===== src/rtl/aes_spi_frame_if.sv =====
// SPI host pins and AES core handshake for aes_spi_frame.
// slave is the frame block's view; master is the host/core side.
interface aes_spi_frame_if #(
    parameter int unsigned K = 128
);
    logic         sck;
    logic         sdi;
    logic         load;
    logic         sdo;
    logic         done;
    logic         err;
    logic         core_start;
    logic [127:0] core_text;
    logic [K-1:0] core_key;
    logic         core_dir;
    logic         core_done;
    logic [127:0] core_result;

    modport slave (
        input  sck, sdi, load, core_done, core_result,
        output sdo, done, err, core_start, core_text, core_key, core_dir
    );

    modport master (
        output sck, sdi, load, core_done, core_result,
        input  sdo, done, err, core_start, core_text, core_key, core_dir
    );
endinterface


===== src/rtl/aes_spi_frame.sv =====
// SPI-slave frame front end: shifts in NBLK blocks, a key and a mode byte, runs each block
// through an AES core over start/done, then shifts all results out on sdo.
module aes_spi_frame #(
    parameter int unsigned K    = 128,
    parameter int unsigned NBLK = 1
) (
    input logic            clk,
    input logic            reset,
    aes_spi_frame_if.slave bus
);
    localparam int unsigned FR  = NBLK * 128 + K + 8;
    localparam int unsigned OW  = NBLK * 128;
    localparam int unsigned CW  = $clog2(FR + 2);
    localparam int unsigned OCW = $clog2(OW + 1);
    localparam int unsigned BW  = (NBLK > 1) ? $clog2(NBLK) : 1;

    typedef enum logic [2:0] {StIdle, StShiftIn, StRun, StWaitCore, StShiftOut} state_e;

    state_e         state_q;
    logic [2:0]     sck_sync_q;
    logic [2:0]     load_sync_q;
    logic [1:0]     sdi_sync_q;
    logic [CW-1:0]  cnt_q;
    logic [OCW-1:0] ocnt_q;
    logic [BW-1:0]  blk_q;
    logic [FR-1:0]  frame_q;
    logic [OW-1:0]  res_q;
    logic           sdo_q;
    logic           done_q;
    logic           err_q;
    logic           start_q;

    logic           sck_rise, sck_fall, load_rise, load_fall;
    logic [OW-1:0]  blocks_rot;
    logic [OW-1:0]  res_next;

    assign sck_rise  = sck_sync_q[1] & ~sck_sync_q[2];
    assign sck_fall  = ~sck_sync_q[1] & sck_sync_q[2];
    assign load_rise = load_sync_q[1] & ~load_sync_q[2];
    assign load_fall = ~load_sync_q[1] & load_sync_q[2];

    // Blocks rotate by one slot per completed core run so the current block is always on top;
    // results are appended in order, leaving slot 0 in the MSBs once the last one lands.
    if (NBLK > 1) begin : g_multi
        assign blocks_rot = {frame_q[FR-129 -: OW-128], frame_q[FR-1 -: 128]};
        assign res_next   = {res_q[OW-129:0], bus.core_result};
    end else begin : g_single
        assign blocks_rot = frame_q[FR-1 -: OW];
        assign res_next   = bus.core_result;
    end

    always_ff @(posedge clk) begin
        if (!reset) begin
            state_q     <= StIdle;
            sck_sync_q  <= '0;
            load_sync_q <= '0;
            sdi_sync_q  <= '0;
            cnt_q       <= '0;
            ocnt_q      <= '0;
            blk_q       <= '0;
            sdo_q       <= 1'b0;
            done_q      <= 1'b0;
            err_q       <= 1'b0;
            start_q     <= 1'b0;
        end else begin
            sck_sync_q  <= {sck_sync_q[1:0], bus.sck};
            load_sync_q <= {load_sync_q[1:0], bus.load};
            sdi_sync_q  <= {sdi_sync_q[0], bus.sdi};
            start_q     <= 1'b0;
            unique case (state_q)
                StIdle: begin
                    if (load_rise) begin
                        state_q <= StShiftIn;
                        cnt_q   <= '0;
                        err_q   <= 1'b0;
                    end
                end
                StShiftIn: begin
                    if (load_fall) begin
                        if (cnt_q == CW'(FR)) begin
                            state_q <= StRun;
                            blk_q   <= '0;
                            start_q <= 1'b1;
                        end else begin
                            state_q <= StIdle;
                            err_q   <= 1'b1;
                        end
                    end else if (sck_rise && load_sync_q[1]) begin
                        frame_q <= {frame_q[FR-2:0], sdi_sync_q[1]};
                        if (cnt_q != CW'(FR + 1)) cnt_q <= cnt_q + 1'b1;
                    end
                end
                StRun: begin
                    state_q <= StWaitCore;
                    if (load_rise) err_q <= 1'b1;
                end
                StWaitCore: begin
                    if (load_rise) err_q <= 1'b1;
                    if (bus.core_done) begin
                        res_q              <= res_next;
                        frame_q[FR-1 -: OW] <= blocks_rot;
                        if (blk_q == BW'(NBLK - 1)) begin
                            state_q <= StShiftOut;
                            done_q  <= 1'b1;
                            sdo_q   <= res_next[OW-1];
                            ocnt_q  <= '0;
                        end else begin
                            state_q <= StRun;
                            blk_q   <= blk_q + 1'b1;
                            start_q <= 1'b1;
                        end
                    end
                end
                StShiftOut: begin
                    if (load_rise) begin
                        state_q <= StShiftIn;
                        cnt_q   <= '0;
                        err_q   <= 1'b0;
                        done_q  <= 1'b0;
                        sdo_q   <= 1'b0;
                    end else if (sck_fall) begin
                        if (ocnt_q == OCW'(OW - 1)) begin
                            state_q <= StIdle;
                            done_q  <= 1'b0;
                            sdo_q   <= 1'b0;
                        end else begin
                            ocnt_q <= ocnt_q + 1'b1;
                            res_q  <= {res_q[OW-2:0], res_q[OW-1]};
                            sdo_q  <= res_q[OW-2];
                        end
                    end
                end
                default: state_q <= StIdle;
            endcase
        end
    end

    assign bus.sdo        = sdo_q;
    assign bus.done       = done_q;
    assign bus.err        = err_q;
    assign bus.core_start = start_q;
    assign bus.core_text  = frame_q[FR-1 -: 128];
    assign bus.core_key   = frame_q[8 +: K];
    assign bus.core_dir   = frame_q[0];
endmodule


===== src/flat_wrapper.sv =====
// flat-port wrapper written by rule: the top's interface ports become plain ports
module aes_spi_frame_flat 
#(
    parameter int unsigned K    = 128,
    parameter int unsigned NBLK = 1
)
  (clk, reset, bus_sck, bus_sdi, bus_load, bus_core_done, bus_core_result, bus_sdo, bus_done, bus_err, bus_core_start, bus_core_text, bus_core_key, bus_core_dir);
  aes_spi_frame_if #(.K(K)) bus_i ();
  input logic clk;
  input logic reset;
  input wire logic [$bits(bus_i.sck)-1:0] bus_sck;
  input wire logic [$bits(bus_i.sdi)-1:0] bus_sdi;
  input wire logic [$bits(bus_i.load)-1:0] bus_load;
  input wire logic [$bits(bus_i.core_done)-1:0] bus_core_done;
  input wire logic [$bits(bus_i.core_result)-1:0] bus_core_result;
  output wire logic [$bits(bus_i.sdo)-1:0] bus_sdo;
  output wire logic [$bits(bus_i.done)-1:0] bus_done;
  output wire logic [$bits(bus_i.err)-1:0] bus_err;
  output wire logic [$bits(bus_i.core_start)-1:0] bus_core_start;
  output wire logic [$bits(bus_i.core_text)-1:0] bus_core_text;
  output wire logic [$bits(bus_i.core_key)-1:0] bus_core_key;
  output wire logic [$bits(bus_i.core_dir)-1:0] bus_core_dir;
  assign bus_i.sck = bus_sck;
  assign bus_i.sdi = bus_sdi;
  assign bus_i.load = bus_load;
  assign bus_i.core_done = bus_core_done;
  assign bus_i.core_result = bus_core_result;
  assign bus_sdo = bus_i.sdo;
  assign bus_done = bus_i.done;
  assign bus_err = bus_i.err;
  assign bus_core_start = bus_i.core_start;
  assign bus_core_text = bus_i.core_text;
  assign bus_core_key = bus_i.core_key;
  assign bus_core_dir = bus_i.core_dir;
  aes_spi_frame #(.K(K), .NBLK(NBLK)) u_core (.clk(clk), .reset(reset), .bus(bus_i));
endmodule

===== config.mk =====
export PLATFORM = sky130hd
export DESIGN_NAME = aes_spi_frame_flat
export DESIGN_NICKNAME = d
export VERILOG_FILES = /design/src/rtl/aes_spi_frame_if.sv /design/src/rtl/aes_spi_frame.sv /design/src/flat_wrapper.sv
export SDC_FILE = /design/constraint.sdc
export NUM_CORES = 1
export LEC_CHECK = 0
export ABC_AREA = 1
export BUFFER_PORTS_ARGS = -buffer_cell sky130_fd_sc_hd__buf_2
export CORE_UTILIZATION = 30
export CTS_CLUSTER_DIAMETER = 200
export DETAILED_ROUTE_END_ITERATION = 10
export GPL_ROUTABILITY_DRIVEN = 0
export MAX_ROUTING_LAYER = met4
export PLACE_DENSITY = 0.52
export REMOVE_ABC_BUFFERS = 1
export SYNTH_ARGS = -nofsm -noshare
export SYNTH_HDL_FRONTEND = slang
export SYNTH_SLANG_ARGS = --single-unit

===== constraint.sdc =====
create_clock -name clk -period 34.1 [get_ports clk]
set_input_delay 6.82 -clock clk [delete_from_list [all_inputs] [get_ports clk]]
set_output_delay 6.82 -clock clk [all_outputs]
set_load 0.05 [all_outputs]

==> results list <==
- Status: completed
* Post-synthesis xor/xnor area fraction: 0.102%
- Worst EP required: 34,290 ps
* Adder-cell area share of the yosys netlist: 0.292%
- Clock tree from TritonCTS: yes
- In this design, the stage delay of the slowest critical-path cell is 850 ps.
- For this run, the detailed router's first-pass iteration total came to 5.
- The die covers 58,100 um^2.
- Fraction of synthesized area in multiplexers: 0%
- Standby leakage power: 7.69 nW
- The H-tree was split into 2 levels.
- Wire length of the first global-routing pass: 52,500 um
- Port buffering added 394 buffers.
* Core Footprint: 56,400 um^2
- The endpoint identified for the worst register-to-register timing path is u_core.frame_q[241].
- Using the TritonRoute via totals, the vias-per-cell ratio works out to 4.13.
- Latest clock arrival within the worst-skew pair: 570 ps
* Number of buffers inserted by hold repair at cts: 0
* Clock slew seen by the registers of the worst setup and hold paths: 60 ps
- In this run the tightest slew margin relative to its limit is 32.1%.
- Final count of negative-setup-slack endpoints: 0
- Number of core rows: 87
- Path depth of the worst reg2reg path: 8
* Detailed placement HPWL: 24,200 um
* Post-CTS setup-driven buffer insertion count: 0
- The filler cells instantiated in the layout total 5,621.
* Beginning of the worst hold path: u_core.sdi_sync_q[1]
- The min-delay analysis places its worst path in the category flop to flop.
- Post-synthesis compound-gate area fraction: 1.04%
- IR drop worst, VDD: 36.4 uV
- Worst reg2reg path startpoint: u_core.state_q[0]
- Total standard cell area after synthesis: 17,100 um^2
- Count of mapped cells out of synthesis: 1,353
* Detailed Route Iter0 Violations: 525
* Worst hold path depth: 0
- Root Driver: sky130_fd_sc_hd__clkbuf_16
- Adding up every negative setup slack in the final design gives 0 ps.
- Pwr Total: 0.00115 W
- Of all nets on the critical path, the largest fanout is 79.
- Once the floorplan was initialized, standard cells occupied 30.4% of the core.
- CP max-delay cell: sky130_fd_sc_hd__buf_4
- FF/Latch Area: 12,400 um^2
- Post-CTS resize count: 0
* Io pins: 395
- Setup repair after global routing missed its margin: no
- Drt total wl: 35,400 um
- Critical Setup Path Class: primary input to flop
- For this run, the number of Yosys warnings is 0.
* ANT nets after route: 0
- Relative to the synthesized area, the layout overhead comes to 14.0%.
* Pin count of the biggest net entering global routing: 91
- Final-report max-slew violation count: 0
- Worst Skew: 20.3 ps
* Avg Inst Size Synth: 12.7 um^2
* Crit-path most repeated cell: sky130_fd_sc_hd__buf_4
- Dividing the final minimum period by the clock period gives 32.1%.
- CTS max path bufs: 3
- By area, the combinational part of the netlist is dominated by buffers and inverters.
* Power per unit of standard cell area: 58.8 nW/um^2
- Sequential element share of the synthesized area: 72.5%
- The via count of the first global-routing pass is 9,335.
- The total overflow left after global routing is 0.
* Ratio of cells with drive above 1 in the final layout: 30.9%
* Width of the die: 241 um
- After detailed routing, the number of remaining DRC violations is 0.
- Total area of multi-input combinational cells: 2420 um^2
- Post-synthesis cell type count: 30
- Across all setup checks in the final design, the least slack found is 23,160 ps.
* Hold EP: u_core.frame_q[0]
- Summing the areas of all and, or, nand and nor instances in the mapped netlist gives 12.7% of the synthesized area.
- Final Hold Vio Count: 0
- For this run, the number of standard cells in the final layout without fillers is 2,307.
* Slack of the worst reg-to-reg path: 29,480 ps
- # Max-Cap Violations: 0
- For the pin with the worst max-slew slack, the measured transition is 1020 ps.
- CTS saw 424 sinks.
* Combined global-route utilization of all metal layers: 12.0%
* Setup Slack @ Placement: 22,510 ps
- The worst path needs 10,940 ps of the cycle, external delays included.
- For this run, the top clock speed supported by timing is 91.4 MHz.
- Worst Setup Start Kind: primary input
- Routed via count: 9,531
- Number of storage elements in the synthesis netlist: 424
- In this run, CTS created clock tree buffers numbering 48.
- Once placement completed, the tool counted placed cells totaling 2,219.
- Critical Path, Cell by Cell: buf_2 -> clkinv_1 -> nor3_2 -> buf_4 -> buf_4 -> buf_4 -> buf_4
- The number of antenna violations at the first check in global routing is 5.
- STA classifies the critical path endpoint as a flop.
- Data on the critical path arrives at its endpoint at 11,130 ps.
- For this run, the post-layout net count is 1,651.
* Routed wire length per instance: 15.3 um
- Vertical die dimension: 241 um
-- registers in the layout, indices dropped and copies added (netlist names) --
register	flops
u_core.cnt_q	9
u_core.load_sync_q	3
u_core.bus.err	1
u_core.ocnt_q	8
u_core.bus.done	1
u_core.sdi_sync_q	2
u_core.state_q	3
u_core.bus.sdo	1
u_core.sck_sync_q	3
u_core.res_q	128
u_core.frame_q	264
u_core.bus.core_start	1
-- synthesized netlist by cell type --
master / n / area share, %
sky130_fd_sc_hd__inv_1: 44 / 0.96
sky130_fd_sc_hd__nor3_1: 5 / 0.15
sky130_fd_sc_hd__dfxtp_1: 32 / 3.7
sky130_fd_sc_hd__o21ai_0: 9 / 0.26
sky130_fd_sc_hd__nand4_1: 6 / 0.22
sky130_fd_sc_hd__edfxtp_1: 392 / 69
sky130_fd_sc_hd__xnor2_1: 1 / 0.051
sky130_fd_sc_hd__nor2_1: 35 / 0.77
sky130_fd_sc_hd__nand2_1: 467 / 10
sky130_fd_sc_hd__ha_1: 4 / 0.29
sky130_fd_sc_hd__nor2_2: 1 / 0.037
sky130_fd_sc_hd__clkbuf_1: 12 / 0.26
sky130_fd_sc_hd__nor2_4: 2 / 0.13
sky130_fd_sc_hd__buf_4: 269 / 12
sky130_fd_sc_hd__nand3_1: 27 / 0.79
sky130_fd_sc_hd__or2_2: 1 / 0.037
sky130_fd_sc_hd__nand3_2: 1 / 0.058
sky130_fd_sc_hd__o21ai_2: 1 / 0.051
sky130_fd_sc_hd__xor2_1: 1 / 0.051
sky130_fd_sc_hd__a21oi_1: 23 / 0.67
sky130_fd_sc_hd__buf_2: 9 / 0.26
sky130_fd_sc_hd__nor3_2: 1 / 0.058
sky130_fd_sc_hd__and3_1: 1 / 0.037
sky130_fd_sc_hd__inv_2: 1 / 0.022
sky130_fd_sc_hd__buf_6: 2 / 0.13
sky130_fd_sc_hd__nand2_2: 1 / 0.037
sky130_fd_sc_hd__o21ai_1: 2 / 0.058
sky130_fd_sc_hd__clkinv_1: 1 / 0.022
sky130_fd_sc_hd__nand2_4: 1 / 0.066
sky130_fd_sc_hd__nor4_1: 1 / 0.037
-- placed cells by master, fill, tap and decap left out, types with 2 or more instances in the layout --
cell / instances
sky130_fd_sc_hd__a21oi_1: 23
sky130_fd_sc_hd__buf_2: 394
sky130_fd_sc_hd__clkinv_2: 2
sky130_fd_sc_hd__nor2_4: 2
sky130_fd_sc_hd__nand4_1: 6
sky130_fd_sc_hd__clkbuf_16: 48
sky130_fd_sc_hd__dfxtp_1: 32
sky130_fd_sc_hd__clkinv_4: 2
sky130_fd_sc_hd__nand3_1: 27
sky130_fd_sc_hd__buf_4: 8
sky130_fd_sc_hd__nand2_1: 467
sky130_fd_sc_hd__nor2_1: 35
sky130_fd_sc_hd__bufinv_16: 5
sky130_fd_sc_hd__o21ai_0: 9
sky130_fd_sc_hd__diode_2: 3
sky130_fd_sc_hd__inv_6: 2
sky130_fd_sc_hd__nor3_1: 3
sky130_fd_sc_hd__inv_1: 44
sky130_fd_sc_hd__edfxtp_1: 392
sky130_fd_sc_hd__clkbuf_1: 13
sky130_fd_sc_hd__clkinv_1: 8
sky130_fd_sc_hd__o21ai_1: 2
sky130_fd_sc_hd__clkinvlp_4: 4
sky130_fd_sc_hd__nor3_2: 3
sky130_fd_sc_hd__ha_1: 4
-- worst max-delay path by stage --
stage               startpoint             endpoint  slack [ps]  cells after the start
detailed placement       reset  u_core.frame_q[243]       22510                      7
global placement         reset  u_core.frame_q[241]       22640                      7
floorplan                reset    u_core.frame_q[0]        7890                      2
finish                   reset  u_core.frame_q[241]       23160                      7
CTS                      reset  u_core.frame_q[244]       23180                      7
global route             reset  u_core.frame_q[244]       22760                      7
-- metal layers --
metal	GRT usage [%]	vias to the layer above	routed length, um
met5	-	-	0
met4	3.55	0	709
met3	3.58	56	3120
met2	18.4	358	15900
met1	15.2	4527	15700
li1	-	4590	-
-- power by group --
part           switching [W]  total [W]  internal (W)
clock network       0.000204   0.000503      0.000300
registers         0.00000479   0.000582      0.000577
logic              0.0000429  0.0000627     0.0000198
total               0.000251    0.00115      0.000896
-- per-stage QoR --
| stage | hold WS (ps) | util, % | instance area [um^2] |
|---|---|---|---|
| CTS | 413 | 34.6 | 19500 |
| global route | 424 | 34.6 | 19500 |
| global placement | 394 | 31.9 | 18000 |
| detailed placement | 400 | 31.9 | 18000 |
| finish | 407 | 34.6 | 19500 |
| floorplan | 386 | - | 15000 |
-- kinds of logic after synthesis --
kind of cell               after synthesis
xor gates and xnor gates                 2
buffers and inverters                  338
AOI/OAI and AO/OA                       35
DFF                                    424
and+or+nand+nor                        550
adders and majority gates                4
-- critical path: cells and delay by family --
| kind | cells | cell delay [ps] |
|---|---|---|
| buffers and inverters | 6 | 3730 |
| and+or+nand+nor | 1 | 310 |
-- area by class of cell --
cell class,count,share of cell area (%)
sequential,424,63.6
antenna,3,0.0384
clock inverter,23,1.37
clock buffer,62,6.47
timing repair buffer,402,10.4
inverter,46,0.897
tap,756,4.84
multi-input combinational,591,12.4
Note: power is estimated with default switching activity, not from simulation.
